### config.mk
export PLATFORM = sky130hd
export DESIGN_NAME = rc_tag_manager_flat
export DESIGN_NICKNAME = d
export VERILOG_FILES = /design/src/rtl/rc_tag_manager_if.sv /design/src/rtl/rc_tag_manager.sv /design/src/flat_wrapper.sv
export SDC_FILE = /design/constraint.sdc
export NUM_CORES = 1
export LEC_CHECK = 0
export ABC_AREA = 1
export CAP_MARGIN = 20
export CELL_PAD_IN_SITES_DETAIL_PLACEMENT = 0
export CELL_PAD_IN_SITES_GLOBAL_PLACEMENT = 2
export CORE_UTILIZATION = 33
export CTS_BUF_LIST = sky130_fd_sc_hd__clkbuf_4
export CTS_CLUSTER_SIZE = 28
export DETAILED_ROUTE_END_ITERATION = 8
export PLACE_DENSITY_LB_ADDON = 0.1
export SETUP_SLACK_MARGIN = 0.3
export SLEW_MARGIN = 10
export SYNTH_ARGS = -nofsm -noshare
export SYNTH_HDL_FRONTEND = slang
export SYNTH_SLANG_ARGS = --single-unit
### constraint.sdc
create_clock -name user_clk -period 5.8 [get_ports user_clk]
set_input_delay 0.87 -clock user_clk [delete_from_list [all_inputs] [get_ports user_clk]]
set_output_delay 0.87 -clock user_clk [all_outputs]
set_load 0.02 [all_outputs]
### src/rtl/rc_tag_manager_if.sv
// Signal bundle for rc_tag_manager: tag-allocation handshake, snooped RC completion
// stream, and tag-release / status outputs. master drives the inputs, slave is the manager.
interface rc_tag_manager_if #(
    parameter int TAG_COUNT = 32,
    parameter int TAG_W     = $clog2(TAG_COUNT)
);
    logic             alloc_valid;
    logic [9:0]       alloc_dwlen;
    logic             alloc_ready;
    logic [TAG_W-1:0] alloc_tag;

    logic             rc_tvalid;
    logic             rc_tready;
    logic             rc_tlast;
    logic             rc_sop;
    logic [127:0]     rc_tdata;

    logic             done_valid;
    logic [TAG_W-1:0] done_tag;
    logic             done_err;
    logic             cpl_unexp;
    logic [TAG_W:0]   outstanding;

    modport master (
        output alloc_valid, alloc_dwlen,
        output rc_tvalid, rc_tready, rc_tlast, rc_sop, rc_tdata,
        input  alloc_ready, alloc_tag,
        input  done_valid, done_tag, done_err, cpl_unexp, outstanding
    );

    modport slave (
        input  alloc_valid, alloc_dwlen,
        input  rc_tvalid, rc_tready, rc_tlast, rc_sop, rc_tdata,
        output alloc_ready, alloc_tag,
        output done_valid, done_tag, done_err, cpl_unexp, outstanding
    );
endinterface

### src/rtl/rc_tag_manager.sv
// PCIe read-tag allocator that retires tags by snooping the adapted 128-bit RC completion stream.
// Define RC_TAG_TIMEOUT_EN to add per-tag completion timeouts (TIMEOUT_CYCLES parameter).
module rc_tag_manager #(
    parameter int TAG_COUNT = 32
`ifdef RC_TAG_TIMEOUT_EN
    ,
    parameter int TIMEOUT_CYCLES = 65536
`endif
) (
    input  logic            user_clk,
    input  logic            user_reset_n,
    rc_tag_manager_if.slave bus
);
    localparam int TAG_W = $clog2(TAG_COUNT);
    localparam logic [0:0]     ST_IDLE  = 1'b0;
    localparam logic [0:0]     ST_INPKT = 1'b1;
    localparam logic [TAG_W:0] OUT_ONE  = 1;

    logic [0:0]           state_q, state_d;
    logic [TAG_COUNT-1:0] free_q, free_d;
    logic [10:0]          remaining_q [TAG_COUNT];
    logic [10:0]          remaining_d [TAG_COUNT];
    logic [7:0]           hdr_tag_q, hdr_tag_d;
    logic [10:0]          hdr_len_q, hdr_len_d;
    logic [2:0]           hdr_stat_q, hdr_stat_d;
    logic                 done_valid_q, done_valid_d;
    logic [TAG_W-1:0]     done_tag_q, done_tag_d;
    logic                 done_err_q, done_err_d;
    logic                 cpl_unexp_q, cpl_unexp_d;
    logic [TAG_W:0]       outstanding_q, outstanding_d;

    logic             alloc_ready, alloc_fire;
    logic [TAG_W-1:0] alloc_tag;
    logic             beat, sop_beat, pkt_beat, eval;
    logic [7:0]       cur_tag;
    logic [10:0]      cur_len;
    logic [2:0]       cur_stat;
    logic [TAG_W-1:0] cur_idx;
    logic             cur_hit, cur_busy;
    logic             rel, rel_err;
    logic [TAG_W-1:0] rel_idx;
    logic             unused_tdata;

    // NOTE: every always_comb output gets a default before any branch, otherwise a latch is inferred.
    always_comb begin
        alloc_tag = '0;
        for (int i = TAG_COUNT - 1; i >= 0; i--) begin
            if (free_q[i]) alloc_tag = TAG_W'(i);
        end
    end

    assign alloc_ready = |free_q;
    assign alloc_fire  = bus.alloc_valid & alloc_ready;

    // Header fields come straight off the SOP beat, or from the latched copy later in the packet.
    assign beat     = bus.rc_tvalid & bus.rc_tready;
    assign sop_beat = beat & bus.rc_sop & (state_q == ST_IDLE);
    assign pkt_beat = sop_beat | (beat & (state_q == ST_INPKT));
    assign eval     = pkt_beat & bus.rc_tlast;
    assign cur_tag  = sop_beat ? bus.rc_tdata[79:72] : hdr_tag_q;
    assign cur_len  = sop_beat ? {bus.rc_tdata[9:0] == 10'd0, bus.rc_tdata[9:0]} : hdr_len_q;
    assign cur_stat = sop_beat ? bus.rc_tdata[47:45] : hdr_stat_q;
    assign cur_idx  = cur_tag[TAG_W-1:0];
    assign cur_hit  = (cur_tag >> TAG_W) == 8'd0;
    assign cur_busy = cur_hit & ~free_q[cur_idx];

    assign unused_tdata = ^{bus.rc_tdata[127:80], bus.rc_tdata[71:48], bus.rc_tdata[44:10]};

`ifdef RC_TAG_TIMEOUT_EN
    localparam int TICK_PERIOD = TIMEOUT_CYCLES / 4;
    localparam int PS_W        = $clog2(TICK_PERIOD + 1);

    logic [PS_W-1:0]      presc_q, presc_d;
    logic [1:0]           age_q [TAG_COUNT];
    logic [1:0]           age_d [TAG_COUNT];
    logic [TAG_COUNT-1:0] pend_q, pend_d, to_cand;
    logic                 tick;
    logic [TAG_W-1:0]     to_idx;

    assign tick    = presc_q == PS_W'(TICK_PERIOD - 1);
    assign presc_d = tick ? '0 : presc_q + PS_W'(1);
    assign to_cand = pend_q & ~free_q;

    always_comb begin
        to_idx = '0;
        for (int i = TAG_COUNT - 1; i >= 0; i--) begin
            if (to_cand[i]) to_idx = TAG_W'(i);
        end
    end

    // A queued timeout stays queued until that tag is released or reallocated.
    always_comb begin
        for (int i = 0; i < TAG_COUNT; i++) begin
            age_d[i]  = age_q[i];
            pend_d[i] = pend_q[i];
            if (tick && !free_q[i]) begin
                if (age_q[i] == 2'd3) pend_d[i] = 1'b1;
                else                  age_d[i]  = age_q[i] + 2'd1;
            end
            if (pkt_beat && cur_hit && cur_idx == TAG_W'(i)) age_d[i] = '0;
            if ((rel && rel_idx == TAG_W'(i)) || (alloc_fire && alloc_tag == TAG_W'(i))) begin
                age_d[i]  = '0;
                pend_d[i] = 1'b0;
            end
        end
    end

    always_ff @(posedge user_clk or negedge user_reset_n) begin
        if (!user_reset_n) begin
            presc_q <= '0;
            pend_q  <= '0;
            for (int i = 0; i < TAG_COUNT; i++) age_q[i] <= '0;
        end else begin
            presc_q <= presc_d;
            pend_q  <= pend_d;
            age_q   <= age_d;
        end
    end
`endif

    always_comb begin
        state_d       = state_q;
        hdr_tag_d     = hdr_tag_q;
        hdr_len_d     = hdr_len_q;
        hdr_stat_d    = hdr_stat_q;
        free_d        = free_q;
        remaining_d   = remaining_q;
        done_valid_d  = 1'b0;
        done_err_d    = 1'b0;
        done_tag_d    = done_tag_q;
        cpl_unexp_d   = 1'b0;
        outstanding_d = outstanding_q;
        rel           = 1'b0;
        rel_err       = 1'b0;
        rel_idx       = cur_idx;

        if (sop_beat) begin
            hdr_tag_d  = cur_tag;
            hdr_len_d  = cur_len;
            hdr_stat_d = cur_stat;
            if (!bus.rc_tlast) state_d = ST_INPKT;
        end else if (beat && state_q == ST_INPKT && bus.rc_tlast) begin
            state_d = ST_IDLE;
        end

        if (eval) begin
            if (!cur_busy) begin
                cpl_unexp_d = 1'b1;
            end else if (cur_stat != 3'd0 || cur_len > remaining_q[cur_idx]) begin
                rel     = 1'b1;
                rel_err = 1'b1;
            end else begin
                remaining_d[cur_idx] = remaining_q[cur_idx] - cur_len;
                rel                  = remaining_q[cur_idx] == cur_len;
            end
        end

`ifdef RC_TAG_TIMEOUT_EN
        // Completion releases own the done port; a waiting timeout goes on a free cycle.
        if (!rel && to_cand != '0) begin
            rel     = 1'b1;
            rel_err = 1'b1;
            rel_idx = to_idx;
        end
`endif

        if (rel) begin
            free_d[rel_idx]      = 1'b1;
            remaining_d[rel_idx] = '0;
            done_valid_d         = 1'b1;
            done_tag_d           = rel_idx;
            done_err_d           = rel_err;
        end

        if (alloc_fire) begin
            free_d[alloc_tag]      = 1'b0;
            remaining_d[alloc_tag] = {bus.alloc_dwlen == 10'd0, bus.alloc_dwlen};
        end

        case ({alloc_fire, rel})
            2'b10:   outstanding_d = outstanding_q + OUT_ONE;
            2'b01:   outstanding_d = outstanding_q - OUT_ONE;
            default: outstanding_d = outstanding_q;
        endcase
    end

    // NOTE: state flops use non-blocking assignments so every flop samples pre-edge values.
    always_ff @(posedge user_clk or negedge user_reset_n) begin
        if (!user_reset_n) begin
            state_q       <= ST_IDLE;
            free_q        <= '1;
            hdr_tag_q     <= '0;
            hdr_len_q     <= '0;
            hdr_stat_q    <= '0;
            done_valid_q  <= 1'b0;
            done_tag_q    <= '0;
            done_err_q    <= 1'b0;
            cpl_unexp_q   <= 1'b0;
            outstanding_q <= '0;
            // NOTE: the counter array is small and flop-based, so it is reset rather than left to RAM init.
            for (int i = 0; i < TAG_COUNT; i++) remaining_q[i] <= '0;
        end else begin
            state_q       <= state_d;
            free_q        <= free_d;
            hdr_tag_q     <= hdr_tag_d;
            hdr_len_q     <= hdr_len_d;
            hdr_stat_q    <= hdr_stat_d;
            done_valid_q  <= done_valid_d;
            done_tag_q    <= done_tag_d;
            done_err_q    <= done_err_d;
            cpl_unexp_q   <= cpl_unexp_d;
            outstanding_q <= outstanding_d;
            remaining_q   <= remaining_d;
        end
    end

    assign bus.alloc_ready = alloc_ready;
    assign bus.alloc_tag   = alloc_tag;
    assign bus.done_valid  = done_valid_q;
    assign bus.done_tag    = done_tag_q;
    assign bus.done_err    = done_err_q;
    assign bus.cpl_unexp   = cpl_unexp_q;
    assign bus.outstanding = outstanding_q;
endmodule
### src/flat_wrapper.sv
// flat-port wrapper written by rule: the top's interface ports become plain ports
module rc_tag_manager_flat 
#(
    parameter int TAG_COUNT = 32

)
  (user_clk, user_reset_n, bus_alloc_valid, bus_alloc_dwlen, bus_rc_tvalid, bus_rc_tready, bus_rc_tlast, bus_rc_sop, bus_rc_tdata, bus_alloc_ready, bus_alloc_tag, bus_done_valid, bus_done_tag, bus_done_err, bus_cpl_unexp, bus_outstanding);
  rc_tag_manager_if #(.TAG_COUNT(TAG_COUNT)) bus_i ();
  input  logic user_clk;
  input  logic user_reset_n;
  input wire logic [$bits(bus_i.alloc_valid)-1:0] bus_alloc_valid;
  input wire logic [$bits(bus_i.alloc_dwlen)-1:0] bus_alloc_dwlen;
  input wire logic [$bits(bus_i.rc_tvalid)-1:0] bus_rc_tvalid;
  input wire logic [$bits(bus_i.rc_tready)-1:0] bus_rc_tready;
  input wire logic [$bits(bus_i.rc_tlast)-1:0] bus_rc_tlast;
  input wire logic [$bits(bus_i.rc_sop)-1:0] bus_rc_sop;
  input wire logic [$bits(bus_i.rc_tdata)-1:0] bus_rc_tdata;
  output wire logic [$bits(bus_i.alloc_ready)-1:0] bus_alloc_ready;
  output wire logic [$bits(bus_i.alloc_tag)-1:0] bus_alloc_tag;
  output wire logic [$bits(bus_i.done_valid)-1:0] bus_done_valid;
  output wire logic [$bits(bus_i.done_tag)-1:0] bus_done_tag;
  output wire logic [$bits(bus_i.done_err)-1:0] bus_done_err;
  output wire logic [$bits(bus_i.cpl_unexp)-1:0] bus_cpl_unexp;
  output wire logic [$bits(bus_i.outstanding)-1:0] bus_outstanding;
  assign bus_i.alloc_valid = bus_alloc_valid;
  assign bus_i.alloc_dwlen = bus_alloc_dwlen;
  assign bus_i.rc_tvalid = bus_rc_tvalid;
  assign bus_i.rc_tready = bus_rc_tready;
  assign bus_i.rc_tlast = bus_rc_tlast;
  assign bus_i.rc_sop = bus_rc_sop;
  assign bus_i.rc_tdata = bus_rc_tdata;
  assign bus_alloc_ready = bus_i.alloc_ready;
  assign bus_alloc_tag = bus_i.alloc_tag;
  assign bus_done_valid = bus_i.done_valid;
  assign bus_done_tag = bus_i.done_tag;
  assign bus_done_err = bus_i.done_err;
  assign bus_cpl_unexp = bus_i.cpl_unexp;
  assign bus_outstanding = bus_i.outstanding;
  rc_tag_manager #(.TAG_COUNT(TAG_COUNT)) u_core (.user_clk(user_clk), .user_reset_n(user_reset_n), .bus(bus_i));
endmodule
==> results.toml, run 1 <==
[run_status]
status = "finished clean"

[logic_synthesis]
synth.cell_area_sq_mm = 0.0247
synth_ff_type = "dfrtp_1"
synth_edf_count = 0
ys_ff_latch = 421
synthCells = 3209
netlist-cell-type-count = 55
postSynthAreaPerCell_sq_um = 7.69
synth_nets = 3372
yosysWarningCount = 0
ys_seq_area_share_pct = 42.9
async_flop_share_pct = 100

[drt]
drc = 0
drt_iter0_drc = 3430
vias_per_cell = 5.89
wl_per_cell_um = 27.5
routed_wirelength_mm = 128
vias = 27332
drt_pre_antenna_iters = 6
postRouteAntennaNets = 0

[sta]
period_needed_ns = 5.47
maxSlewViolCount = 0
rsz0062_at_grt = "true"
hold_viol = 0
max_slew_margin_pct = 21.7
setup_viol = 0
min_period_over_period_pct = 94.2
fmax_ghz = 0.183
skew_ns = 0.0712
tightestPinTransition_ns = 1.17

[cells_and_area]
final_common_cell = "nand2_1"
fill_cells = 7383
multiInputGateArea_sq_mm = 0.0129
ff_latch_area_sq_mm = 0.0106
mostFrequentLayoutCells = "553 x nand2_1, 389 x dfrtp_1, 369 x buf_4"
syn2layout_area_growth_pct = 32.7
drive_gt1_share_pct = 25.5
layoutNonFillerInstCount = 4643
fin_nets = 3742
final_util_pct = 44.6

[critical_path]
cp-end-kind = "flip-flop"
crit_required_ns = 6.70
slowest_delay_ns = 0.38
startpoint_type = "flip-flop"
arrival_ns = 6.37
rr_worst_depth = 36
crit_fanout = 5
slowest_stage = "dfrtp_1"
crit_top_cell = "ha_4"
worstSetupPathType = "reg2reg"

[placed_design]
gp_congestion = 1.03
hpwl_mm = 82.4
placedCellCount = 4333
io_buffers = 57

[job]
maxCapViolations = 0

[floorplanning]
start_util_pct = 33.6
rows = 99
die-area_sq_mm = 0.0759
num_io_pins = 165
fp.dieW_um = 275
fp.dieH_um = 275
core_sq_mm = 0.0735

[pwr]
p_per_area_mw_per_mm2 = 781
intPower_mw = 11.5
vdd_drop_max_v = 0.00180
leakage_nw = 14.9
switching_power_mw = 14.1
netSwitchingFraction_pct = 55.2
pwr-share-clk_pct = 13.4
seq_power_share_pct = 18.4
p_comb_share_pct = 68.2

[grt]
grt_max_degree = 193
grt_use_total_pct = 32.9
antenna_found_initial = 7
grt_pass1_vias = 25574
grt_first_pass_wirelength_mm = 181
grt.overflow.total = 0

[cts]
clk_latency_ns = 1.03
htreeDepth = 4
clock_tree.root_cell = "clkbuf_4"
cts_tree = "built"
clkSlewWorstSetupHoldPaths_ns = 0.06
cts.path.max_buffers = 3
cts_buffers = 134
cts_sinks = 421

[hold_path]
hp-class = "in2reg"
min_path_cells = 3
==> cell usage after synthesis (all sizes together), types with 3 or more instances <==
cell type	n	area, sq um
o211ai	75	563
or2	17	106
nor3	60	462
a22o	4	35.0
nand4	205	1290
o22a	6	52.6
o221ai	9	78.8
buf	79	450
xnor2	3	26.3
nor2	211	923
a21oi	291	1460
a31oi	3	18.8
dfrtp	389	9730
xor2	8	70.1
nand2	564	2130
nand3	40	200
nor4	11	68.8
dfstp	32	841
ha	16	200
clkinv	4	16.3
inv	188	713
clkbuf	223	837
o22ai	174	1090
o21ai	496	2520
a221oi	3	26.3
a211oi	86	646
==> cell type report <==
cell class                      count  share of cell area [%]
Tap cell                          959                    3.67
Inverter                          192                    2.31
Clock inverter                     36                    1.03
Sequential cell                   421                    32.3
Antenna cell                        2                  0.0153
Clock buffer                      203                    4.66
Timing Repair Buffer              536                    16.5
Multi-Input combinational cell   2294                    39.5
==> cells by family after synthesis <==
family	count (synthesis)	synth area share, %
buffers and inverters	494	8.17
AO/OA/AOI/OAI	1154	26.5
XOR/XNOR	11	0.391
AND/OR/NAND/NOR	1111	21.1
flip-flops	421	42.9
adder cells (fa/ha/maj)	18	0.974
==> flip-flops by register name, summed over array words and instances, names as in the netlist <==
name,flops
u_core.remaining_q,352
u_core.hdr_stat_q,3
u_core.bus.done_valid,1
u_core.free_q,32
u_core.bus.cpl_unexp,1
u_core.bus.outstanding,6
u_core.hdr_len_q,11
u_core.hdr_tag_q,8
u_core.state_q,1
u_core.bus.done_tag,5
u_core.bus.done_err,1
==> critical path, delay by kind of cell, from the launching register on <==
kind | cells | cell delay, ns
AO/OA/AOI/OAI | 13 | 2.00
AND/OR/NAND/NOR | 10 | 1.34
flip-flops | 1 | 0.38
adder cells (fa/ha/maj) | 3 | 0.57
buffers and inverters | 9 | 0.90
XOR/XNOR | 1 | 0.16
==> worst paths after layout <==
check	slack [ns]	end	start
worst min-delay path	0.25	u_core.state_q$_DFFE_PN0P_	bus_rc_tready
worst max register to register	0.33	u_core.bus.outstanding[5]$_DFFE_PN0P_	u_core.state_q$_DFFE_PN0P_
max in group asynchronous	3.98	u_core.remaining_q[225]$_DFF_PN0_	user_reset_n
min in group asynchronous	0.44	u_core.remaining_q[93]$_DFF_PN0_	user_reset_n
worst min register to register	0.48	u_core.hdr_tag_q[6]$_DFFE_PN0P_	u_core.hdr_tag_q[6]$_DFFE_PN0P_
worst max-delay path	0.33	u_core.bus.outstanding[5]$_DFFE_PN0P_	u_core.state_q$_DFFE_PN0P_
==> routing by layer <==
metal  up-vias  share of wire (%)  track usage [%]
met5         -              0.074                0
met4         2                3.8             13.0
met3       242                8.9             5.99
met2      1450                 43             48.1
met1     13399                 44             47.6
li1      12239                  -                -
==> power by group through the flow <==
stage	Clock [mW]	Sequential (mW)	Combinational (mW)
after floorplan	0	4.40	7.34
after global placement	0	4.69	15.5
after detailed placement	0	4.67	15.5
after CTS	3.49	4.64	15.8
after global routing	3.63	4.77	18.0
final	3.42	4.70	17.4
==> stage by stage <==
stage          hold slack (ns)  power [mW]  area, sq um  setup slack [ns]  setup TNS [ns]
2_1_floorplan            0.444        11.7        24900             0.163               0
3_3_place_gp             0.457        20.2        29400             -1.13         -321.89
3_5_place_dp             0.469        20.2        29400            -0.978         -298.18
4_1_cts                  0.370        24.0        31600             0.316               0
5_1_grt                  0.265        26.4        32700            0.0439               0
6_report                 0.253        25.6        32700             0.334               0
==> what timing repair did <==
| action | CTS | global route |
|---|---|---|
| buffers inserted | 17 | 41 |
| cloned | 3 | 7 |
| resized for setup | 36 | 152 |
| endpoints found under the hold margin | 76 | 0 |
| setup endpoints to repair | 219 | 357 |
| pin swaps | 21 | 61 |
| hold buffers | 1 | 0 |
(Power assumes the default switching activity.)
==> run 2, diff against run 1 <==
- CORE_UTILIZATION: 33 -> 30
==> run 2 against run 1 <==
  * Via count is 0.54% lower
  * Power down 1.2%
  * First-iteration DRC count down 11%
  * Combinational power is essentially flat
  * Clock-buffer cell count rose by 5
  * Worst setup slack better by 0.035 ns
  * Die area is 9.9% higher
  * Non-clock buffer count shrank 5
  * Clock skew is 0.0036 ns higher
  * Maximum frequency grew 0.65%
  * Final area rose by 0.23%
  * Critical path type unchanged
  * Critical endpoint unchanged
==> results.toml, run 2 (synthesized netlist as in run 1, its figures left out) <==
[cts]
clock_tree.root_cell = "clkbuf_4"
clkSlewWorstSetupHoldPaths_ns = 0.06
cts_buffers = 136
clk_latency_ns = 0.99
cts.path.max_buffers = 3
cts_tree = "built"
cts_sinks = 421
htreeDepth = 4

[pwr]
switching_power_mw = 14.1
intPower_mw = 11.2
seq_power_share_pct = 18.8
p_comb_share_pct = 67.9
netSwitchingFraction_pct = 55.7
pwr-share-clk_pct = 13.4
leakage_nw = 14.9
vdd_drop_max_v = 0.00182
p_per_area_mw_per_mm2 = 770

[floorplanning]
fp.dieH_um = 289
start_util_pct = 30.5
fp.dieW_um = 289
num_io_pins = 165
rows = 104
die-area_sq_mm = 0.0834
core_sq_mm = 0.0809

[drt]
vias = 27185
wl_met3_mm = 10.9
postRouteAntennaNets = 0
top_layer = "met5"
vias_per_cell = 5.74
routed_wirelength_mm = 133
met1_length_mm = 62.1
wl_per_cell_um = 28.1
drc = 0
wl_met2_mm = 55.9
drt_iter0_drc = 3062
drt_pre_antenna_iters = 8

[sta]
rsz0062_at_grt = "true"
tightestPinTransition_ns = 1.14
period_needed_ns = 5.43
fmax_ghz = 0.184
skew_ns = 0.0748
max_slew_margin_pct = 24.0
min_period_over_period_pct = 93.6
hold_viol = 0
setup_viol = 0
fin_ws_ns = 0.370
maxSlewViolCount = 0

[critical_path]
cp-end-kind = "flip-flop"
slowest_delay_ns = 0.40
crit_required_ns = 6.66
worstSetupPathType = "reg2reg"
crit_top_cell = "a21oi_2"
arrival_ns = 6.29
startpoint_type = "flip-flop"
slowest_stage = "dfrtp_1"
crit_fanout = 7

[grt]
antenna_found_initial = 7
grt_pass1_vias = 25535
grt.overflow.total = 0
grt_use_total_pct = 31.0
grt_first_pass_wirelength_mm = 186
grt_max_degree = 166

[cells_and_area]
fin_nets = 3740
syn2layout_area_growth_pct = 33.0
layoutNonFillerInstCount = 4736
largest_reg_flops = 352
final_common_cell = "nand2_1"
drive_gt1_share_pct = 25.6
multiInputGateArea_sq_mm = 0.0130
fill_cells = 8363
top_register = "u_core.remaining_q"
ff_latch_area_sq_mm = 0.0106
top_regs = "u_core.remaining_q (352), u_core.free_q (32), u_core.hdr_len_q (11)"
mostFrequentLayoutCells = "556 x nand2_1, 389 x dfrtp_1, 373 x o21ai_0, 373 x buf_4, 286 x a21oi_1"

[placed_design]
place_ws_ns = -1.12
placedCellCount = 4446
io_buffers = 57
gp_congestion = 0.927
hpwl_mm = 87.3

[hold_path]
hp-class = "in2reg"

[run_status]
status = "finished clean"

[job]
maxCapViolations = 0
## run 2: changes by cell type in the layout (fill, tap and decap cells not counted), moves of 4 or more
cell       before  now
o22ai_2         8   36
o22ai_1       159  133
o21ai_1       120  103
buf_6          21    9
a21oi_1       276  286
o21ai_0       363  373
a21oi_2        12    3
clkbuf_4      203  208
clkinv_1       27   22
o21ai_2        11   16
a211oi_1       82   86
a211oi_2        4    0
buf_4         369  373
clkbuf_16       6   10
## run 2: final timing paths
path	from	endpoint	slack, ns	cells past startpoint
worst min register to register	u_core.hdr_tag_q[5]$_DFFE_PN0P_	u_core.hdr_tag_q[5]$_DFFE_PN0P_	0.47	2
worst min-delay path	bus_rc_tready	u_core.state_q$_DFFE_PN0P_	0.30	3
worst max-delay path	u_core.state_q$_DFFE_PN0P_	u_core.bus.outstanding[5]$_DFFE_PN0P_	0.37	32
min in group asynchronous	user_reset_n	u_core.remaining_q[97]$_DFF_PN0_	0.45	2
max in group asynchronous	user_reset_n	u_core.remaining_q[171]$_DFF_PN0_	3.93	3
worst max register to register	u_core.state_q$_DFFE_PN0P_	u_core.bus.outstanding[5]$_DFFE_PN0P_	0.37	32
## run 2: power groups by stage
stage / Combinational, mW / Clock, mW / Sequential [mW]
finish: 17.1 / 3.37 / 4.74
global placement: 15.9 / 0 / 4.71
global route: 17.8 / 3.62 / 4.81
CTS: 16.1 / 3.46 / 4.66
detailed placement: 16.0 / 0 / 4.69
floorplan: 7.34 / 0 / 4.40
## run 2: final cells by class
type                    instances  share of cell area, %
diodes                          2                 0.0153
clock buffers                 208                   4.76
clock inverters                27                  0.790
inverters                     192                   2.27
multi-input cells            2295                   39.5
flip-flops and latches        421                   32.2
well taps                    1060                   4.04
repair buffers                531                   16.4
## run 2: worst max-delay path: cells and delay by family, from the launching register on
family,cells,cell delay [ns]
adder cells (fa/ha/maj),3,0.63
buffers and inverters,5,0.70
flip-flops,1,0.40
AND/OR/NAND/NOR,9,1.38
XOR/XNOR,1,0.15
AO/OA/AOI/OAI,14,2.07
## run 2: timing repair
item / in CTS / in global routing
gates resized for setup: 29 / 123
hold buffers: 1 / 0
hold endpoints to repair: 68 / 0
pin swaps: 3 / 50
cloned: 0 / 13
buffers inserted: 1 / 38
setup endpoints to repair: 272 / 311
## run 2: through the flow
step | instance area [sq um] | utilization, % | TNS [ns] | total power, mW | hold WS (ns)
final | 32800 | 40.5 | 0 | 25.2 | 0.299
after global routing | 32800 | 40.5 | 0 | 26.2 | 0.269
after CTS | 31600 | 39.0 | 0 | 24.2 | 0.419
after detailed placement | 29700 | 36.6 | -309.32 | 20.7 | 0.462
after global placement | 29600 | 36.6 | -302.61 | 20.6 | 0.459
after floorplan | 24900 | - | 0 | 11.7 | 0.444
## run 2: metal layers
metal	vias up	global-route usage [%]
li1	12181	-
met4	2	11.2
met3	223	6.08
met1	13486	46.3
met2	1293	43.8
met5	-	0
